`src/rtl/reg_dump_ctrl.sv`:
```
// reg_dump_ctrl
//   Register-dump sequencer. It sits beside the CPU and drives the CPU debug
//   read port. A start pulse makes it step reg_sel through 0..NUM_REGS-1 and
//   capture each reg_data word. Each word then goes out as DATA_W/8 bytes,
//   most significant byte first, towards the board UART transmitter.
//
// Ports
//   clk        in   system clock, rising edge
//   rstn       in   asynchronous active-low reset
//   start      in   begin a dump; only looked at while idle
//   busy       out  high from the cycle after start is accepted through DONE
//   done       out  one-cycle pulse when the last byte has been sent
//   reg_sel    out  register index presented to the CPU debug port
//   reg_data   in   register contents returned by the CPU
//   tx_data    out  byte currently offered downstream
//   tx_valid   out  tx_data holds a byte that has not yet been taken
//   tx_ready   in   downstream can take the byte this cycle
//   dbg_state  out  current FSM state (IDLE=0, SEL=1, SEND=2, DONE=3)
//
// Handshake: a byte moves on a rising edge where tx_valid && tx_ready.
// Once tx_valid is high, tx_data and tx_valid stay unchanged until that
// edge, however long tx_ready stays low. tx_valid never depends on tx_ready.

module reg_dump_ctrl #(
  parameter int NUM_REGS = 32,
  parameter int SEL_W    = 5,
  parameter int DATA_W   = 32,
  parameter int READ_LAT = 0
) (
  input  logic              clk,
  input  logic              rstn,
  input  logic              start,
  output logic              busy,
  output logic              done,
  output logic [SEL_W-1:0]  reg_sel,
  input  logic [DATA_W-1:0] reg_data,
  output logic [7:0]        tx_data,
  output logic              tx_valid,
  input  logic              tx_ready,
  output logic [1:0]        dbg_state
);

  localparam int NB   = DATA_W / 8;
  localparam int BC_W = (NB > 1) ? $clog2(NB) : 1;

  localparam logic [BC_W-1:0]  LAST_BYTE = BC_W'(NB - 1);
  localparam logic [SEL_W-1:0] LAST_IDX  = SEL_W'(NUM_REGS - 1);
  localparam logic [2:0]       LAT       = 3'(READ_LAT);

  typedef enum logic [1:0] {
    ST_IDLE = 2'd0,
    ST_SEL  = 2'd1,
    ST_SEND = 2'd2,
    ST_DONE = 2'd3
  } state_t;

  state_t            r_state;
  state_t            w_state_nxt;
  logic [SEL_W-1:0]  r_index;
  logic [SEL_W-1:0]  w_index_nxt;
  logic [2:0]        r_wait;
  logic [2:0]        w_wait_nxt;
  logic [DATA_W-1:0] r_shift;
  logic [DATA_W-1:0] w_shift_nxt;
  logic [BC_W-1:0]   r_byte;
  logic [BC_W-1:0]   w_byte_nxt;

  always_ff @(posedge clk or negedge rstn) begin
    if (!rstn) begin
      r_state <= ST_IDLE;
      r_index <= '0;
      r_wait  <= '0;
      r_shift <= '0;
      r_byte  <= '0;
    end else begin
      r_state <= w_state_nxt;
      r_index <= w_index_nxt;
      r_wait  <= w_wait_nxt;
      r_shift <= w_shift_nxt;
      r_byte  <= w_byte_nxt;
    end
  end

  always_comb begin
    w_state_nxt = r_state;
    w_index_nxt = r_index;
    w_wait_nxt  = r_wait;
    w_shift_nxt = r_shift;
    w_byte_nxt  = r_byte;
    case (r_state)
      ST_IDLE: begin
        if (start) begin
          w_state_nxt = ST_SEL;
          w_index_nxt = '0;
          w_wait_nxt  = '0;
        end
      end
      ST_SEL: begin
        // reg_sel has been stable for READ_LAT+1 cycles once r_wait
        // reaches LAT, so reg_data is valid at this edge.
        if (r_wait == LAT) begin
          w_shift_nxt = reg_data;
          w_byte_nxt  = '0;
          w_state_nxt = ST_SEND;
        end else begin
          w_wait_nxt = r_wait + 3'd1;
        end
      end
      ST_SEND: begin
        if (tx_ready) begin
          // The top byte of the shift register is always the byte on
          // offer, so shifting by one byte presents the next one.
          w_shift_nxt = r_shift << 8;
          if (r_byte == LAST_BYTE) begin
            w_wait_nxt = '0;
            // Compare against the last index explicitly so that a full
            // 2^SEL_W sweep stops instead of wrapping back to 0.
            if (r_index == LAST_IDX) begin
              w_state_nxt = ST_DONE;
            end else begin
              w_index_nxt = r_index + SEL_W'(1);
              w_state_nxt = ST_SEL;
            end
          end else begin
            w_byte_nxt = r_byte + BC_W'(1);
          end
        end
      end
      ST_DONE: begin
        w_state_nxt = ST_IDLE;
      end
      default: begin
        w_state_nxt = ST_IDLE;
      end
    endcase
  end

  assign busy      = (r_state != ST_IDLE);
  assign done      = (r_state == ST_DONE);
  assign tx_valid  = (r_state == ST_SEND);
  assign tx_data   = r_shift[DATA_W-1 -: 8];
  assign reg_sel   = r_index;
  assign dbg_state = r_state;

endmodule

```
`config.mk`:
```
export PLATFORM = sky130hd
export DESIGN_NAME = reg_dump_ctrl
export DESIGN_NICKNAME = d
export VERILOG_FILES = /design/src/rtl/reg_dump_ctrl.sv
export SDC_FILE = /design/constraint.sdc
export NUM_CORES = 1
export LEC_CHECK = 0
export BUFFER_PORTS_ARGS = -buffer_cell sky130_fd_sc_hd__buf_2
export CAP_MARGIN = 10
export CORE_ASPECT_RATIO = 0.75
export CORE_MARGIN = 2
export CORE_UTILIZATION = 41
export DETAILED_ROUTE_END_ITERATION = 6
export PLACE_DENSITY = 0.66
export REMOVE_ABC_BUFFERS = 1
export SYNTH_ARGS = -nofsm -noshare
export SYNTH_HDL_FRONTEND = slang
export SYNTH_SLANG_ARGS = --single-unit
```
`constraint.sdc`:
```
create_clock -name clk -period 1.8 [get_ports clk]
set_clock_uncertainty 0.05 [all_clocks]
set_input_delay 0.18 -clock clk [delete_from_list [all_inputs] [get_ports clk]]
set_output_delay 0.18 -clock clk [all_outputs]
set_load 0.01 [all_outputs]
```
Yosys cells after proc, flatten, opt, wreduce, memory -nomap -nowiden
Cells that the tools add are included.
{"block": "totals", "ff_bits": 44, "in_bits": 36}
{"block": "op_classes", "add_sub_neg": 3, "eq_ne": 12, "n_mux": 23, "reduce_logical": 11}
{"operator": "32-bit two-way mux", "n": 2}
{"operator": "32-bit case mux with 2 select lines", "n": 1}
{"operator": "5-bit two-way mux", "n": 4}
{"operator": "2-bit two-way mux", "n": 8}
{"operator": "3-bit two-way mux", "n": 4}
{"operator": "2-bit != test, second input constant", "n": 5}
{"operator": "5-bit case mux with 2 select lines", "n": 1}
{"operator": "5-bit AND reduction", "n": 2}
{"operator": "3-bit case mux with 3 select lines", "n": 1}
{"operator": "2-bit case mux with 4 select lines", "n": 1}
{"operator": "4-bit AND reduction", "n": 2}
{"operator": "2-bit == test, second input constant", "n": 3}
{"operator": "2-bit nonzero test", "n": 3}
{"operator": "5-bit by 1-bit adder with 5-bit output, second input constant", "n": 1}
{"operator": "5-bit == test, second input constant", "n": 1}
{"operator": "2-bit by 1-bit != test with 1-bit output, second input constant", "n": 2}
{"operator": "2-bit case mux with 2 select lines", "n": 1}
{"operator": "3-bit by 1-bit adder with 3-bit output, second input constant", "n": 1}
{"operator": "3-bit logical NOT", "n": 1}
{"operator": "3-bit AND reduction", "n": 1}
{"operator": "3-bit nonzero test", "n": 1}
{"operator": "2-bit by 1-bit adder with 2-bit output, second input constant", "n": 1}
{"operator": "2-bit by 1-bit == test with 1-bit output, second input constant", "n": 1}
{"operator": "2-bit logical NOT", "n": 1}

Logic depth before layout (Yosys ltp)
Gate-level depths: netlist of run 1.
{"block": "logic_depth", "ltp_word": 5, "ltp_mapped": 6}

Least setup slack after synthesis of run 1
OpenSTA, ideal clock, no wires.
{"block": "synth_path", "path_type": "reg-to-reg", "start": "register r_index[0] (netlist: reg_sel[0])", "end": "register r_index[1] (netlist: reg_sel[1])", "arrival_time_ns": 1.879, "required_ns": 1.629, "setup_slack_ns": -0.250, "path_stages_with_launch": 7, "n_path_buf": 0, "synth_period_minus_slack_ns": 2.050, "path_cell_list": "dfrtp_1 -> ha_1 -> and3_1 -> ha_1 -> and4b_1 -> mux2_1 -> a22o_1"}
{"block": "synth_between", "elab_chain_cells": 5, "word_cells_on_any_way": 8, "classes_between": "add/sub: 1; eq/ne: 2; mux: 4; reduce/logical: 1"}
{"element": "start, declared", "line": "59", "rtl": "logic [SEL_W-1:0] r_index;"}
{"element": "start signal, assigned", "line": "77", "rtl": "r_index <= w_index_nxt;"}
{"element": "5-bit by 1-bit adder with 5-bit output", "line": "121", "rtl": "w_index_nxt = r_index + SEL_W'(1);"}
{"element": "5-bit two-way mux", "line": "118", "rtl": "if (r_index == LAST_IDX) begin"}
{"element": "5-bit two-way mux", "line": "114", "rtl": "if (r_byte == LAST_BYTE) begin"}
{"element": "5-bit two-way mux", "line": "110", "rtl": "if (tx_ready) begin"}
{"element": "5-bit case mux with 2 select lines", "line": "90", "rtl": "case (r_state)"}
Parallel ways exist; a longest one is shown, timed or not. The select of a mux whose other input is x is not followed.
A chain may end at the register's enable or synchronous reset.

Worst setup path after layout of run 1
{"block": "layout_path", "start": "register r_index[0] (netlist: reg_sel[0])", "end": "register r_index[4] (netlist: reg_sel[4])"}
The elaborated chain is that of the path after synthesis.

==> impl_metrics.prom, run 1 <==
# TYPE chip_impl_metric gauge
chip_impl_info{name="unrepaired_setup_endpoints_after_global_routing",value="true"} 1
chip_impl_metric{name="grt_pass1_vias",unit=""} 1660
chip_impl_metric{name="detail_route.vias_per_cell",unit=""} 5.01
chip_impl_metric{name="fmax",unit="GHz"} 0.512
chip_impl_metric{name="initial_antenna_violation_count",unit=""} 0
chip_impl_metric{name="timing.final.crit_share",unit="%"} 109
chip_impl_metric{name="reg2regPathDepth",unit=""} 6
chip_impl_metric{name="max-slew-margin-rel",unit="%"} 66.5
chip_impl_metric{name="die-height",unit="µm"} 70.1
chip_impl_metric{name="clock_tree.buffer_depth",unit=""} 2
chip_impl_metric{name="dr.pass1.iters",unit=""} 4
chip_impl_metric{name="clk_pin_slew_worst_setup_hold_paths",unit="ps"} 90
chip_impl_info{name="min_path_type",value="in -> reg"} 1
chip_impl_info{name="crit_end_category",value="register"} 1
chip_impl_metric{name="syn_area",unit="mm²"} 0.00239
chip_impl_metric{name="grtUsageTotal",unit="%"} 15.4
chip_impl_metric{name="grt_pass1_wl",unit="µm"} 7890
chip_impl_metric{name="total_power",unit="µW"} 5140
chip_impl_info{name="hp-start",value="reg_data[3]"} 1
chip_impl_metric{name="preCtsSetupSlack",unit="ps"} -244
chip_impl_metric{name="worst_hold_slack",unit="ps"} 55.3
chip_impl_info{name="worstSetupStartpointType",value="register"} 1
chip_impl_metric{name="yosysUniqueCellTypes",unit=""} 37
chip_impl_metric{name="area_fraction_of_the_dominant_cell_type_after_synthesis",unit="%"} 46.1
chip_impl_metric{name="io_pins",unit=""} 54
chip_impl_metric{name="drive_above_1_share",unit="%"} 54.4
chip_impl_metric{name="setup_viol",unit=""} 5
chip_impl_info{name="worst_r2r_startpoint",value="reg_sel[0]$_DFFE_PN0P_"} 1
chip_impl_metric{name="design.core.area",unit="mm²"} 0.00571
chip_impl_metric{name="hold-path-cell-count",unit=""} 2
chip_impl_metric{name="wirelength",unit="µm"} 4870
chip_impl_info{name="status",value="complete, but fails checks"} 1
chip_impl_metric{name="drcViolationCount",unit=""} 0
chip_impl_metric{name="detail-route-antenna-nets",unit=""} 0
chip_impl_metric{name="yosys_warnings",unit=""} 0
chip_impl_metric{name="drv.max_cap_violation_count",unit=""} 0
chip_impl_metric{name="cp.arrival",unit="ps"} 2090
chip_impl_metric{name="clock_tree.htree_level_count",unit=""} 2
chip_impl_metric{name="final_period_minus_worst_setup_slack",unit="ps"} 1950
chip_impl_metric{name="worstMarginPinSlew",unit="ps"} 502
chip_impl_metric{name="route.vias.total",unit=""} 1632
chip_impl_metric{name="final-hold-violation-count",unit=""} 0
chip_impl_info{name="cts_root_buf",value="sky130_fd_sc_hd__clkbuf_8"} 1
chip_impl_info{name="failed_checks",value="negative setup slack"} 1
chip_impl_metric{name="rows",unit=""} 24
chip_impl_metric{name="cp_data_required_time",unit="ps"} 1940
chip_impl_metric{name="detail_route.wl_per_cell",unit="µm"} 14.9
chip_impl_info{name="synthTopCellsByArea",value="sky130_fd_sc_hd__dfrtp_1 46%, sky130_fd_sc_hd__mux2_2 11%, sky130_fd_sc_hd__mux2_4 8.8%, sky130_fd_sc_hd__mux2_1 7.1%, sky130_fd_sc_hd__a22o_1 5.9%"} 1
chip_impl_metric{name="postSynthRegisterBits",unit=""} 44
chip_impl_metric{name="slew_viol_final",unit=""} 0
chip_impl_info{name="cts_tree",value="done"} 1
chip_impl_metric{name="drtIter0Drc",unit=""} 44
chip_impl_metric{name="placed_cell_area",unit="mm²"} 0.00280
chip_impl_metric{name="fp.dieArea",unit="mm²"} 0.00646
chip_impl_info{name="startpoint",value="reg_sel[0]$_DFFE_PN0P_"} 1
chip_impl_metric{name="initial_utilization",unit="%"} 41.8
chip_impl_metric{name="largest_net_degree_at_the_start_of_global_routing",unit=""} 25
chip_impl_metric{name="layout_setup_ws",unit="ps"} -155
chip_impl_info{name="path_class",value="reg -> reg"} 1
chip_impl_metric{name="fillers",unit=""} 520
chip_impl_info{name="cp_cell_sequence",value="ha_2 > and3_4 > ha_4 > and4b_2 > mux2_1 > a22o_1"} 1
chip_impl_metric{name="clock_sink_total",unit=""} 44
chip_impl_metric{name="clkLatencyLatePin",unit="ps"} 300
chip_impl_metric{name="internal_reg_to_reg_setup_slack",unit="ps"} -150
chip_impl_metric{name="floorplan.die.width",unit="µm"} 92.1
chip_impl_info{name="crit_family",value="simple AND/OR/NAND/NOR gates"} 1
chip_impl_metric{name="finalInstanceArea",unit="mm²"} 0.00307
chip_impl_metric{name="worst-path-buf-inv",unit=""} 0
chip_impl_metric{name="power_density",unit="mW/mm²"} 1680
chip_impl_info{name="worst_path_max_delay_cell",value="sky130_fd_sc_hd__dfrtp_1"} 1
chip_impl_info{name="synth_top_cell_by_area",value="sky130_fd_sc_hd__dfrtp_1"} 1
chip_impl_metric{name="worst_ir_drop_vdd",unit="mV"} 0.569
chip_impl_metric{name="antennaDiodeCount",unit=""} 0
chip_impl_metric{name="sequential_fraction_of_the_synthesis_area",unit="%"} 46.1
chip_impl_metric{name="net_count_final",unit=""} 288
chip_impl_metric{name="crit_path_max_incr_delay",unit="ps"} 400
chip_impl_metric{name="place.detailed.hpwl",unit="µm"} 3270
chip_impl_info{name="worst_r2r_endpoint",value="reg_sel[4]$_DFFE_PN0P_"} 1
chip_impl_metric{name="p_leak",unit="µW"} 0.00147
chip_impl_info{name="hold-path-endpoint",value="r_shift[3]$_DFFE_PN0P_"} 1
chip_impl_metric{name="cp_max_fo",unit=""} 4
chip_impl_metric{name="syn_area_per_cell",unit="µm²"} 13.0
chip_impl_metric{name="gp_congestion",unit=""} 0.791
chip_impl_metric{name="grt.overflow.total",unit=""} 0
chip_impl_metric{name="numPortBuffers",unit=""} 53
chip_impl_metric{name="layout-area-overhead-vs-synth",unit="%"} 28.5
chip_impl_metric{name="cells_after_synthesis",unit=""} 183
chip_impl_metric{name="cts_buffers",unit=""} 5
[sequential cells by signal, indices dropped and copies added (netlist names)]
name	flops
r_shift	32
dbg_state	2
r_wait	3
r_byte	2
reg_sel	5
[layout by cell type (no fill, tap or decap), types with 4 or more instances in the layout]
cell type / instances
sky130_fd_sc_hd__buf_12: 6
sky130_fd_sc_hd__nand2_1: 4
sky130_fd_sc_hd__buf_2: 53
sky130_fd_sc_hd__clkbuf_8: 5
sky130_fd_sc_hd__dfrtp_1: 44
sky130_fd_sc_hd__buf_4: 11
sky130_fd_sc_hd__o21ai_1: 4
sky130_fd_sc_hd__mux2_4: 17
sky130_fd_sc_hd__inv_1: 4
sky130_fd_sc_hd__nor2b_1: 4
sky130_fd_sc_hd__mux2_2: 23
sky130_fd_sc_hd__nor2_1: 4
sky130_fd_sc_hd__mux2_1: 12
sky130_fd_sc_hd__a22o_1: 16
[worst max path at each step]
stage / depth (start not counted) / end / slack (ps)
after global placement: 6 / reg_sel[1]$_DFFE_PN0P_ / -200
after global routing: 6 / reg_sel[4]$_DFFE_PN0P_ / -200
after floorplan: 4 / r_shift[11]$_DFFE_PN0P_ / -360
final: 6 / reg_sel[4]$_DFFE_PN0P_ / -150
after detailed placement: 6 / reg_sel[1]$_DFFE_PN0P_ / -240
after CTS: 6 / reg_sel[1]$_DFFE_PN0P_ / -120
[cells by family after synthesis]
kind of cell	synth area share (%)
multiplexers	27.1
flip-flops	46.1
AND/OR/NAND/NOR	8.18
AO/OA/AOI/OAI	9.38
buffers and inverters	6.55
adder cells (fa/ha/maj)	2.62
[report_power, final]
| group | leakage, µW | switching, µW | internal [µW] |
|---|---|---|---|
| combinational | 0.000870 | 1100 | 1590 |
| sequential | 0.000546 | 226 | 1440 |
| clock | 0.0000548 | 355 | 418 |
[stage by stage]
stage	util (%)	std cells	setup TNS (ps)
detailed placement	49.0	312	-892
finish	53.8	326	-619
global route	53.8	326	-922
global placement	49.0	312	-690
floorplan	-	165	-10250
CTS	51.9	322	-472
[worst register-to-register path, cell delays in order (launching register included)]
cell                      delay, ps
sky130_fd_sc_hd__dfrtp_1        400
sky130_fd_sc_hd__ha_2           200
sky130_fd_sc_hd__and3_4         180
sky130_fd_sc_hd__ha_4           160
sky130_fd_sc_hd__and4b_2        350
sky130_fd_sc_hd__mux2_1         340
sky130_fd_sc_hd__a22o_1         180
[synthesized netlist by cell type (all sizes together)]
cell type	n
a21oi	1
a221o	1
a22o	16
and2	2
and3	2
and4b	1
and4bb	1
buf	16
clkbuf	2
dfrtp	44
ha	5
inv	5
mux2	52
mux2i	1
nand2	4
nand2b	2
nand3	2
nand4b	2
nand4bb	1
nor2	4
nor2b	4
nor3	1
nor4	1
o21a	1
o21ai	4
o21bai	1
o22ai	1
o311ai	1
o31ai	1
or2	3
or2b	1
[cell type report]
type | instances | area (µm²) | share of cell area (%)
Tap cell | 78 | 97.6 | 3.18
Clock inverter | 3 | 46.3 | 1.51
Multi-Input combinational cell | 116 | 1180 | 38.5
Timing Repair Buffer | 75 | 551 | 18.0
Sequential cell | 44 | 1100 | 35.9
Inverter | 5 | 21.3 | 0.694
Clock buffer | 5 | 68.8 | 2.24
[what timing repair did]
action,4_1_cts,5_1_grt
hold buffers,1,0
hold endpoints to repair,20,0
resized for setup,7,8
buffers inserted,1,3
endpoints found under the setup margin,4,17
pin swaps,2,4
cloned,0,2
[routing by layer]
metal / GRT usage [%] / wire (µm)
met5: 0 / 0
met4: 4.48 / 36
met3: 3.13 / 180
met1: 21.3 / 2440
met2: 24.8 / 2210
Power figures use the tool's default switching activity.
==> run 2: changes to the inputs <==
--- a/config.mk
+++ b/config.mk
@@ -10,6 +10,7 @@
 export CORE_ASPECT_RATIO = 0.75
 export CORE_MARGIN = 2
 export CORE_UTILIZATION = 41
+export CTS_CLUSTER_SIZE = 25
 export DETAILED_ROUTE_END_ITERATION = 6
 export PLACE_DENSITY = 0.66
 export REMOVE_ABC_BUFFERS = 1
==> constraint.sdc (replaced) <==
create_clock -name clk -period 1.8 [get_ports clk]
set_clock_uncertainty 0.05 [all_clocks]
set_input_delay 0.18 -clock clk [delete_from_list [all_inputs] [get_ports clk]]
set_output_delay 0.18 -clock clk [all_outputs]
set_load 0.1 [all_outputs]
==> run 2 against run 1 <==
  * The run still ends with negative setup slack left
  * Die area did not move
  * Combinational power rose by 56%
  * First-iteration DRC count increased by 59%
  * Sequential cell count did not move
  * Critical endpoint is now reg_sel[1]$_DFFE_PN0P_
  * Cell area rose by 3.6%
  * Register-to-register slack better by 30 ps
  * Total power is 30% higher
  * Routed wire length rose by 6.0%
  * Largest power group unchanged
==> impl_metrics.prom, run 2 (synthesized netlist as in run 1, its figures left out) <==
# TYPE chip_impl_metric gauge
chip_impl_info{name="status",value="complete, but fails checks"} 1
chip_impl_info{name="failed_checks",value="negative setup slack"} 1
chip_impl_metric{name="drv.max_cap_violation_count",unit=""} 0
chip_impl_metric{name="detail-route-antenna-nets",unit=""} 0
chip_impl_metric{name="multiInputGateArea",unit="mm²"} 0.00124
chip_impl_metric{name="clkLatencyLatePin",unit="ps"} 290
chip_impl_info{name="final_cell_mix",value="51 x sky130_fd_sc_hd__buf_2, 43 x sky130_fd_sc_hd__dfrtp_1, 33 x sky130_fd_sc_hd__mux2_4"} 1
chip_impl_metric{name="seq_area",unit="mm²"} 0.00110
chip_impl_metric{name="worst_ir_drop_vdd",unit="mV"} 1.00
chip_impl_metric{name="antennaDiodeCount",unit=""} 0
chip_impl_metric{name="io_pins",unit=""} 54
chip_impl_metric{name="numPortBuffers",unit=""} 53
chip_impl_metric{name="gp_congestion",unit=""} 0.788
chip_impl_metric{name="p_sw",unit="µW"} 2970
chip_impl_metric{name="clock_power_share",unit="%"} 11.6
chip_impl_metric{name="share_seq_of_total_power",unit="%"} 25.5
chip_impl_metric{name="initial_antenna_violation_count",unit=""} 0
chip_impl_metric{name="setup_viol",unit=""} 4
chip_impl_info{name="unrepaired_setup_endpoints_after_global_routing",value="true"} 1
chip_impl_metric{name="comb_power_share",unit="%"} 62.9
chip_impl_metric{name="rows",unit=""} 24
chip_impl_metric{name="initial_utilization",unit="%"} 41.8
chip_impl_metric{name="p_leak",unit="µW"} 0.00156
chip_impl_metric{name="cp.arrival",unit="ps"} 2070
chip_impl_metric{name="cp_max_fo",unit=""} 4
chip_impl_metric{name="grt_pass1_wl",unit="µm"} 7620
chip_impl_info{name="crit_end_category",value="register"} 1
chip_impl_metric{name="fillers",unit=""} 490
chip_impl_metric{name="internal_reg_to_reg_setup_slack",unit="ps"} -130
chip_impl_metric{name="fp.dieArea",unit="mm²"} 0.00646
chip_impl_metric{name="clk_pin_slew_worst_setup_hold_paths",unit="ps"} 90
chip_impl_metric{name="largest_reg_flops",unit=""} 32
chip_impl_metric{name="die-height",unit="µm"} 70.1
chip_impl_metric{name="net_count_final",unit=""} 291
chip_impl_metric{name="drcViolationCount",unit=""} 0
chip_impl_info{name="mostFrequentLayoutCell",value="sky130_fd_sc_hd__buf_2"} 1
chip_impl_metric{name="drtIter0Drc",unit=""} 70
chip_impl_metric{name="cts_buffers",unit=""} 5
chip_impl_metric{name="preCtsSetupSlack",unit="ps"} -268
chip_impl_metric{name="place.detailed.hpwl",unit="µm"} 3210
chip_impl_info{name="path_class",value="reg -> reg"} 1
chip_impl_info{name="crit_family",value="simple AND/OR/NAND/NOR gates"} 1
chip_impl_metric{name="drive_above_1_share",unit="%"} 56.2
chip_impl_metric{name="detail_route.wl_per_cell",unit="µm"} 15.7
chip_impl_metric{name="final_cell_count_no_fill",unit=""} 329
chip_impl_metric{name="floorplan.die.width",unit="µm"} 92.1
chip_impl_metric{name="swShare",unit="%"} 44.5
chip_impl_metric{name="clock_tree.buffer_depth",unit=""} 2
chip_impl_metric{name="dr.pass1.iters",unit=""} 4
chip_impl_metric{name="worstMarginPinSlew",unit="ps"} 530
chip_impl_metric{name="largest_net_degree_at_the_start_of_global_routing",unit=""} 33
chip_impl_info{name="worst_r2r_startpoint",value="reg_sel[1]$_DFFE_PN0P_"} 1
chip_impl_metric{name="placedCellCount",unit=""} 311
chip_impl_info{name="worstSetupStartpointType",value="register"} 1
chip_impl_metric{name="fmax",unit="GHz"} 0.518
chip_impl_metric{name="route.vias.total",unit=""} 1673
chip_impl_metric{name="worst-path-buf-inv",unit=""} 0
chip_impl_info{name="hp-start",value="reg_data[3]"} 1
chip_impl_info{name="worst_path_max_delay_cell",value="sky130_fd_sc_hd__dfrtp_1"} 1
chip_impl_metric{name="design.core.area",unit="mm²"} 0.00571
chip_impl_info{name="startpoint",value="reg_sel[1]$_DFFE_PN0P_"} 1
chip_impl_metric{name="cp_data_required_time",unit="ps"} 1940
chip_impl_metric{name="grt.overflow.total",unit=""} 0
chip_impl_metric{name="layout_setup_ws",unit="ps"} -129
chip_impl_metric{name="power_report.internal_total",unit="µW"} 3710
chip_impl_metric{name="slew_viol_final",unit=""} 0
chip_impl_metric{name="detail_route.vias_per_cell",unit=""} 5.09
chip_impl_metric{name="layout-area-overhead-vs-synth",unit="%"} 33.1
chip_impl_metric{name="grtUsageTotal",unit="%"} 14.8
chip_impl_metric{name="clock_sink_total",unit=""} 44
chip_impl_info{name="most_flop_heavy_register",value="r_shift"} 1
chip_impl_metric{name="fin_tns_setup",unit="ps"} -418
chip_impl_info{name="cts_tree",value="done"} 1
chip_impl_metric{name="worst_hold_slack",unit="ps"} 49.2
chip_impl_info{name="cts_root_buf",value="sky130_fd_sc_hd__clkbuf_8"} 1
chip_impl_metric{name="max-slew-margin-rel",unit="%"} 64.6
chip_impl_metric{name="final_period_minus_worst_setup_slack",unit="ps"} 1930
chip_impl_metric{name="grt_pass1_vias",unit=""} 1614
chip_impl_info{name="min_path_type",value="in -> reg"} 1
chip_impl_metric{name="clock_tree.htree_level_count",unit=""} 2
chip_impl_info{name="cp_cell_sequence",value="ha_2 > and3_4 > ha_4 > and4b_2 > mux2_4 > a22o_1"} 1
chip_impl_metric{name="power_density",unit="mW/mm²"} 2100
chip_impl_metric{name="crit_path_max_incr_delay",unit="ps"} 390
chip_impl_metric{name="timing.final.crit_share",unit="%"} 107
chip_impl_metric{name="final-hold-violation-count",unit=""} 0
chip_impl_metric{name="wirelength",unit="µm"} 5160
## run 2: changes by cell type in the layout (fill, tap and decap cells not counted), sizes merged
cell / delta
buf: +2
clkbuf: +1
## run 2: layout make-up
type / instances / area share, %
sequential: 44 / 34.7
tap: 78 / 3.07
inverter: 5 / 0.748
timing repair buffer: 78 / 18.9
multi-input combinational: 116 / 39.0
clock buffer: 5 / 2.17
clock inverter: 3 / 1.46
## run 2: what timing repair did
action / CTS / global route
setup endpoints to repair: 4 / 27
gates resized for setup: 6 / 27
pin swaps: 3 / 1
hold buffers: 1 / 0
cloned: 0 / 4
setup buffers: 0 / 5
endpoints found under the hold margin: 20 / 0
## run 2: power groups by stage
| stage | sequential, µW | clock [µW] | combinational (µW) |
|---|---|---|---|
| 3_3_place_gp | 1670 | 0 | 3530 |
| 3_5_place_dp | 1690 | 0 | 3580 |
| 5_1_grt | 1760 | 843 | 4450 |
| 4_1_cts | 1670 | 800 | 3600 |
| 2_1_floorplan | 2680 | 0 | 1660 |
| 6_report | 1700 | 777 | 4200 |
## run 2: worst reg2reg max path, stage by stage, from the launching register on
cell,delay (ps)
sky130_fd_sc_hd__dfrtp_1,390
sky130_fd_sc_hd__ha_2,190
sky130_fd_sc_hd__and3_4,150
sky130_fd_sc_hd__ha_4,150
sky130_fd_sc_hd__and4b_2,360
sky130_fd_sc_hd__mux2_4,320
sky130_fd_sc_hd__a22o_1,210
## run 2: metrics by stage
stage / area (µm²) / util, % / power (µW)
detailed placement: 2810 / 49.2 / 5270
CTS: 2960 / 51.8 / 6070
global placement: 2810 / 49.2 / 5200
global route: 3180 / 55.7 / 7050
finish: 3180 / 55.7 / 6680
floorplan: 2250 / - / 4350
## run 2: final timing paths
path	endpoint	cells after the start
max	reg_sel[1]$_DFFE_PN0P_	6
min	r_shift[3]$_DFFE_PN0P_	2
max reg2reg	reg_sel[1]$_DFFE_PN0P_	6
min reg2reg	r_shift[23]$_DFFE_PN0P_	1
max in group asynchronous	r_shift[11]$_DFFE_PN0P_	3
min in group asynchronous	r_shift[7]$_DFFE_PN0P_	2
## run 2: routing by layer
metal	vias to the layer above	track usage [%]	routed length, µm
met3	2	4.21	258
met1	841	21.1	2540
met5	-	0	0
met2	37	22.5	2330
li1	793	-	-
met4	0	3.65	36
==> run 3: changes to the inputs <==
--- a/config.mk
+++ b/config.mk
@@ -5,6 +5,7 @@
 export SDC_FILE = /design/constraint.sdc
 export NUM_CORES = 1
 export LEC_CHECK = 0
+export ABC_AREA = 1
 export BUFFER_PORTS_ARGS = -buffer_cell sky130_fd_sc_hd__buf_2
 export CAP_MARGIN = 10
 export CORE_ASPECT_RATIO = 0.75
@@ -12,6 +13,7 @@
 export CORE_UTILIZATION = 41
 export CTS_CLUSTER_SIZE = 25
 export DETAILED_ROUTE_END_ITERATION = 6
+export GPL_ROUTABILITY_DRIVEN = 0
 export PLACE_DENSITY = 0.66
 export REMOVE_ABC_BUFFERS = 1
 export SYNTH_ARGS = -nofsm -noshare
==> run 3 against run 2 <==
  * The run now ends clean
  * Register-to-register slack improved by 260 ps
  * Maximum frequency rose by 15%
  * Global-route usage rose by 1.4 points
  * Final cell count rose by 31%
  * Routed wire length fell by 7.9%
  * First-iteration DRC count rose by 10%
  * Critical endpoint unchanged
  * Largest power group unchanged
==> impl_metrics.prom, run 3 <==
# TYPE chip_impl_metric gauge
chip_impl_metric{name="fmax",unit="GHz"} 0.598
chip_impl_metric{name="fillers",unit=""} 551
chip_impl_info{name="ys.flop_type",value="sky130_fd_sc_hd__dfrtp_1"} 1
chip_impl_metric{name="io_pins",unit=""} 54
chip_impl_metric{name="max-slew-margin-rel",unit="%"} 64.1
chip_impl_metric{name="fp.dieArea",unit="mm²"} 0.00631
chip_impl_metric{name="net_count_final",unit=""} 397
chip_impl_metric{name="dr.pass1.iters",unit=""} 4
chip_impl_metric{name="area_fraction_of_the_dominant_cell_type_after_synthesis",unit="%"} 47.2
chip_impl_metric{name="syn_area",unit="mm²"} 0.00233
chip_impl_metric{name="multiInputGateArea",unit="µm²"} 921
chip_impl_metric{name="worst_ir_drop_vdd",unit="mV"} 0.832
chip_impl_metric{name="p_leak",unit="µW"} 0.00153
chip_impl_info{name="most_flop_heavy_register",value="r_shift"} 1
chip_impl_info{name="cts_tree",value="done"} 1
chip_impl_metric{name="final-hold-violation-count",unit=""} 0
chip_impl_metric{name="slew_viol_final",unit=""} 0
chip_impl_metric{name="synth-edff-count",unit=""} 0
chip_impl_metric{name="clock_tree.htree_level_count",unit=""} 2
chip_impl_info{name="path_class",value="reg -> reg"} 1
chip_impl_metric{name="worstMarginPinSlew",unit="ps"} 538
chip_impl_metric{name="numPortBuffers",unit=""} 53
chip_impl_metric{name="drcViolationCount",unit=""} 0
chip_impl_metric{name="clk_pin_slew_worst_setup_hold_paths",unit="ps"} 80
chip_impl_metric{name="yosys_warnings",unit=""} 0
chip_impl_metric{name="clock_sink_total",unit=""} 44
chip_impl_info{name="unrepaired_setup_endpoints_after_global_routing",value="false"} 1
chip_impl_metric{name="syn_area_per_cell",unit="µm²"} 7.65
chip_impl_metric{name="grt_pass1_vias",unit=""} 1857
chip_impl_metric{name="preCtsSetupSlack",unit="ps"} 19.6
chip_impl_info{name="synth.most_common_cell",value="sky130_fd_sc_hd__nand2_1"} 1
chip_impl_metric{name="route.vias.total",unit=""} 1952
chip_impl_metric{name="drv.max_cap_violation_count",unit=""} 0
chip_impl_metric{name="timing.final.crit_share",unit="%"} 93.0
chip_impl_metric{name="cp_data_required_time",unit="ps"} 1990
chip_impl_metric{name="seq_area",unit="mm²"} 0.00110
chip_impl_metric{name="cts_buffers",unit=""} 5
chip_impl_info{name="worstSetupStartpointType",value="register"} 1
chip_impl_metric{name="clkLatencyLatePin",unit="ps"} 290
chip_impl_metric{name="placed_cell_area",unit="mm²"} 0.00268
chip_impl_metric{name="finalInstanceArea",unit="mm²"} 0.00280
chip_impl_metric{name="synthArstFlopShare",unit="%"} 100
chip_impl_metric{name="design.core.area",unit="mm²"} 0.00541
chip_impl_info{name="synthTopCellsByArea",value="sky130_fd_sc_hd__dfrtp_1 47%, sky130_fd_sc_hd__nand2_1 14%, sky130_fd_sc_hd__o21ai_0 11%, sky130_fd_sc_hd__inv_1 7.9%, sky130_fd_sc_hd__buf_4 3.2%"} 1
chip_impl_metric{name="setup_viol",unit=""} 0
chip_impl_metric{name="detail-route-antenna-nets",unit=""} 0
chip_impl_metric{name="wirelength",unit="µm"} 4750
chip_impl_metric{name="initial_utilization",unit="%"} 43.1
chip_impl_metric{name="internal_reg_to_reg_setup_slack",unit="ps"} 130
chip_impl_metric{name="detail_route.wl_per_cell",unit="µm"} 11.0
chip_impl_metric{name="place.detailed.hpwl",unit="µm"} 3310
chip_impl_metric{name="detail_route.vias_per_cell",unit=""} 4.52
chip_impl_info{name="min_path_type",value="in -> reg"} 1
chip_impl_metric{name="drtIter0Drc",unit=""} 77
chip_impl_info{name="status",value="complete, no violations"} 1
chip_impl_metric{name="grt_pass1_wl",unit="µm"} 8410
chip_impl_metric{name="initial_antenna_violation_count",unit=""} 0
chip_impl_metric{name="yosysUniqueCellTypes",unit=""} 21
chip_impl_info{name="synth_top_cell_by_area",value="sky130_fd_sc_hd__dfrtp_1"} 1
chip_impl_metric{name="power_density",unit="mW/mm²"} 1890
chip_impl_metric{name="total_power",unit="µW"} 5300
chip_impl_metric{name="grtUsageTotal",unit="%"} 16.2
chip_impl_metric{name="layout-area-overhead-vs-synth",unit="%"} 20.2
chip_impl_metric{name="sequential_fraction_of_the_synthesis_area",unit="%"} 47.2
chip_impl_metric{name="largest_net_degree_at_the_start_of_global_routing",unit=""} 53
chip_impl_metric{name="layout_setup_ws",unit="ps"} 126
chip_impl_info{name="crit_end_category",value="register"} 1
chip_impl_metric{name="antennaDiodeCount",unit=""} 0
chip_impl_info{name="final_cell_mix",value="86 x sky130_fd_sc_hd__nand2_1, 53 x sky130_fd_sc_hd__o21ai_0, 51 x sky130_fd_sc_hd__buf_2"} 1
chip_impl_metric{name="floorplan.die.width",unit="µm"} 91.1
chip_impl_info{name="mostFrequentLayoutCell",value="sky130_fd_sc_hd__nand2_1"} 1
chip_impl_metric{name="cp.arrival",unit="ps"} 1860
chip_impl_metric{name="clock_tree.buffer_depth",unit=""} 2
chip_impl_metric{name="drive_above_1_share",unit="%"} 22.7
chip_impl_metric{name="final_period_minus_worst_setup_slack",unit="ps"} 1670
chip_impl_info{name="synth.cells.most_frequent",value="86 x sky130_fd_sc_hd__nand2_1, 53 x sky130_fd_sc_hd__o21ai_0, 49 x sky130_fd_sc_hd__inv_1"} 1
chip_impl_metric{name="die-height",unit="µm"} 69.3
chip_impl_metric{name="postSynthRegisterBits",unit=""} 44
chip_impl_info{name="cts_root_buf",value="sky130_fd_sc_hd__clkbuf_8"} 1
chip_impl_metric{name="cp_max_fo",unit=""} 5
chip_impl_metric{name="grt.overflow.total",unit=""} 0
chip_impl_metric{name="cells_after_synthesis",unit=""} 305
chip_impl_metric{name="largest_reg_flops",unit=""} 32
chip_impl_metric{name="rows",unit=""} 23
[run 3: kinds of logic (layout without fill, tap and decap cells)]
group           Yosys count  after routing  synth area share, %
simple gates            123            123                 21.9
buf+inv                  70            122                 14.3
compound gates           62             62                 13.5
flops                    44             44                 47.2
fa+ha+maj                 5              5                 2.68
xor+xnor                  1              1                0.376
[run 3: cell type report]
type	count	area share (%)
Sequential cell	44	39.3
Multi-Input combinational cell	191	32.8
Timing Repair Buffer	64	14.5
Inverter	50	6.69
Tap cell	75	3.35
Clock buffer	7	3.08
Clock inverter	1	0.268
[run 3: report_power, final]
part           internal [µW]  total [µW]  switching (µW)
Clock                    312         643             331
Combinational            810        3120            2310
Sequential              1390        1530             148
[run 3: path summary, 6_finish.rpt]
check / start / endpoint / cells past startpoint
max in group asynchronous: rstn / dbg_state[1]$_DFFE_PN0P_ / 3
min in group asynchronous: rstn / reg_sel[0]$_DFFE_PN0P_ / 2
max reg2reg: reg_sel[0]$_DFFE_PN0P_ / reg_sel[1]$_DFFE_PN0P_ / 9
max: reg_sel[0]$_DFFE_PN0P_ / reg_sel[1]$_DFFE_PN0P_ / 9
min reg2reg: r_byte[1]$_DFFE_PN0P_ / r_byte[1]$_DFFE_PN0P_ / 2
min: reg_data[0] / r_shift[0]$_DFFE_PN0P_ / 3
[run 3: repair_timing]
item,4_1_cts,5_1_grt
gates cloned,0,0
endpoints found under the hold margin,21,0
resized for setup,1,5
pin swaps,0,0
buffers inserted,0,0
hold buffers,1,0
setup endpoints to repair,1,8
[run 3: through the flow]
step	hold WS (ps)	instances	setup TNS, ps	utilization, %
after floorplan	-166	285	-68690	-
after global placement	136	423	0	49.5
after detailed placement	141	423	0	49.5
after CTS	71.8	432	0	51.5
after global routing	86.6	432	0	51.8
final	72.2	432	0	51.8
[run 3: per-layer routing]
layer  part of all wire [%]  global-route usage (%)  vias to the layer above
met2                     45                    26.3                       41
met4                    1.1                    3.54                        0
met3                    4.4                    3.70                        4
met1                     49                    22.2                      870
li1                       -                       -                     1037
met5                      0                       0                        -
[run 3: worst max-delay path: stages (launching register included)]
cell,delay [ps]
sky130_fd_sc_hd__dfrtp_1,440
sky130_fd_sc_hd__ha_1,230
sky130_fd_sc_hd__nand2_1,90
sky130_fd_sc_hd__nor2_1,60
sky130_fd_sc_hd__ha_1,210
sky130_fd_sc_hd__a21oi_2,180
sky130_fd_sc_hd__inv_1,80
sky130_fd_sc_hd__nor2_4,150
sky130_fd_sc_hd__nand2_1,70
sky130_fd_sc_hd__nand2_1,60
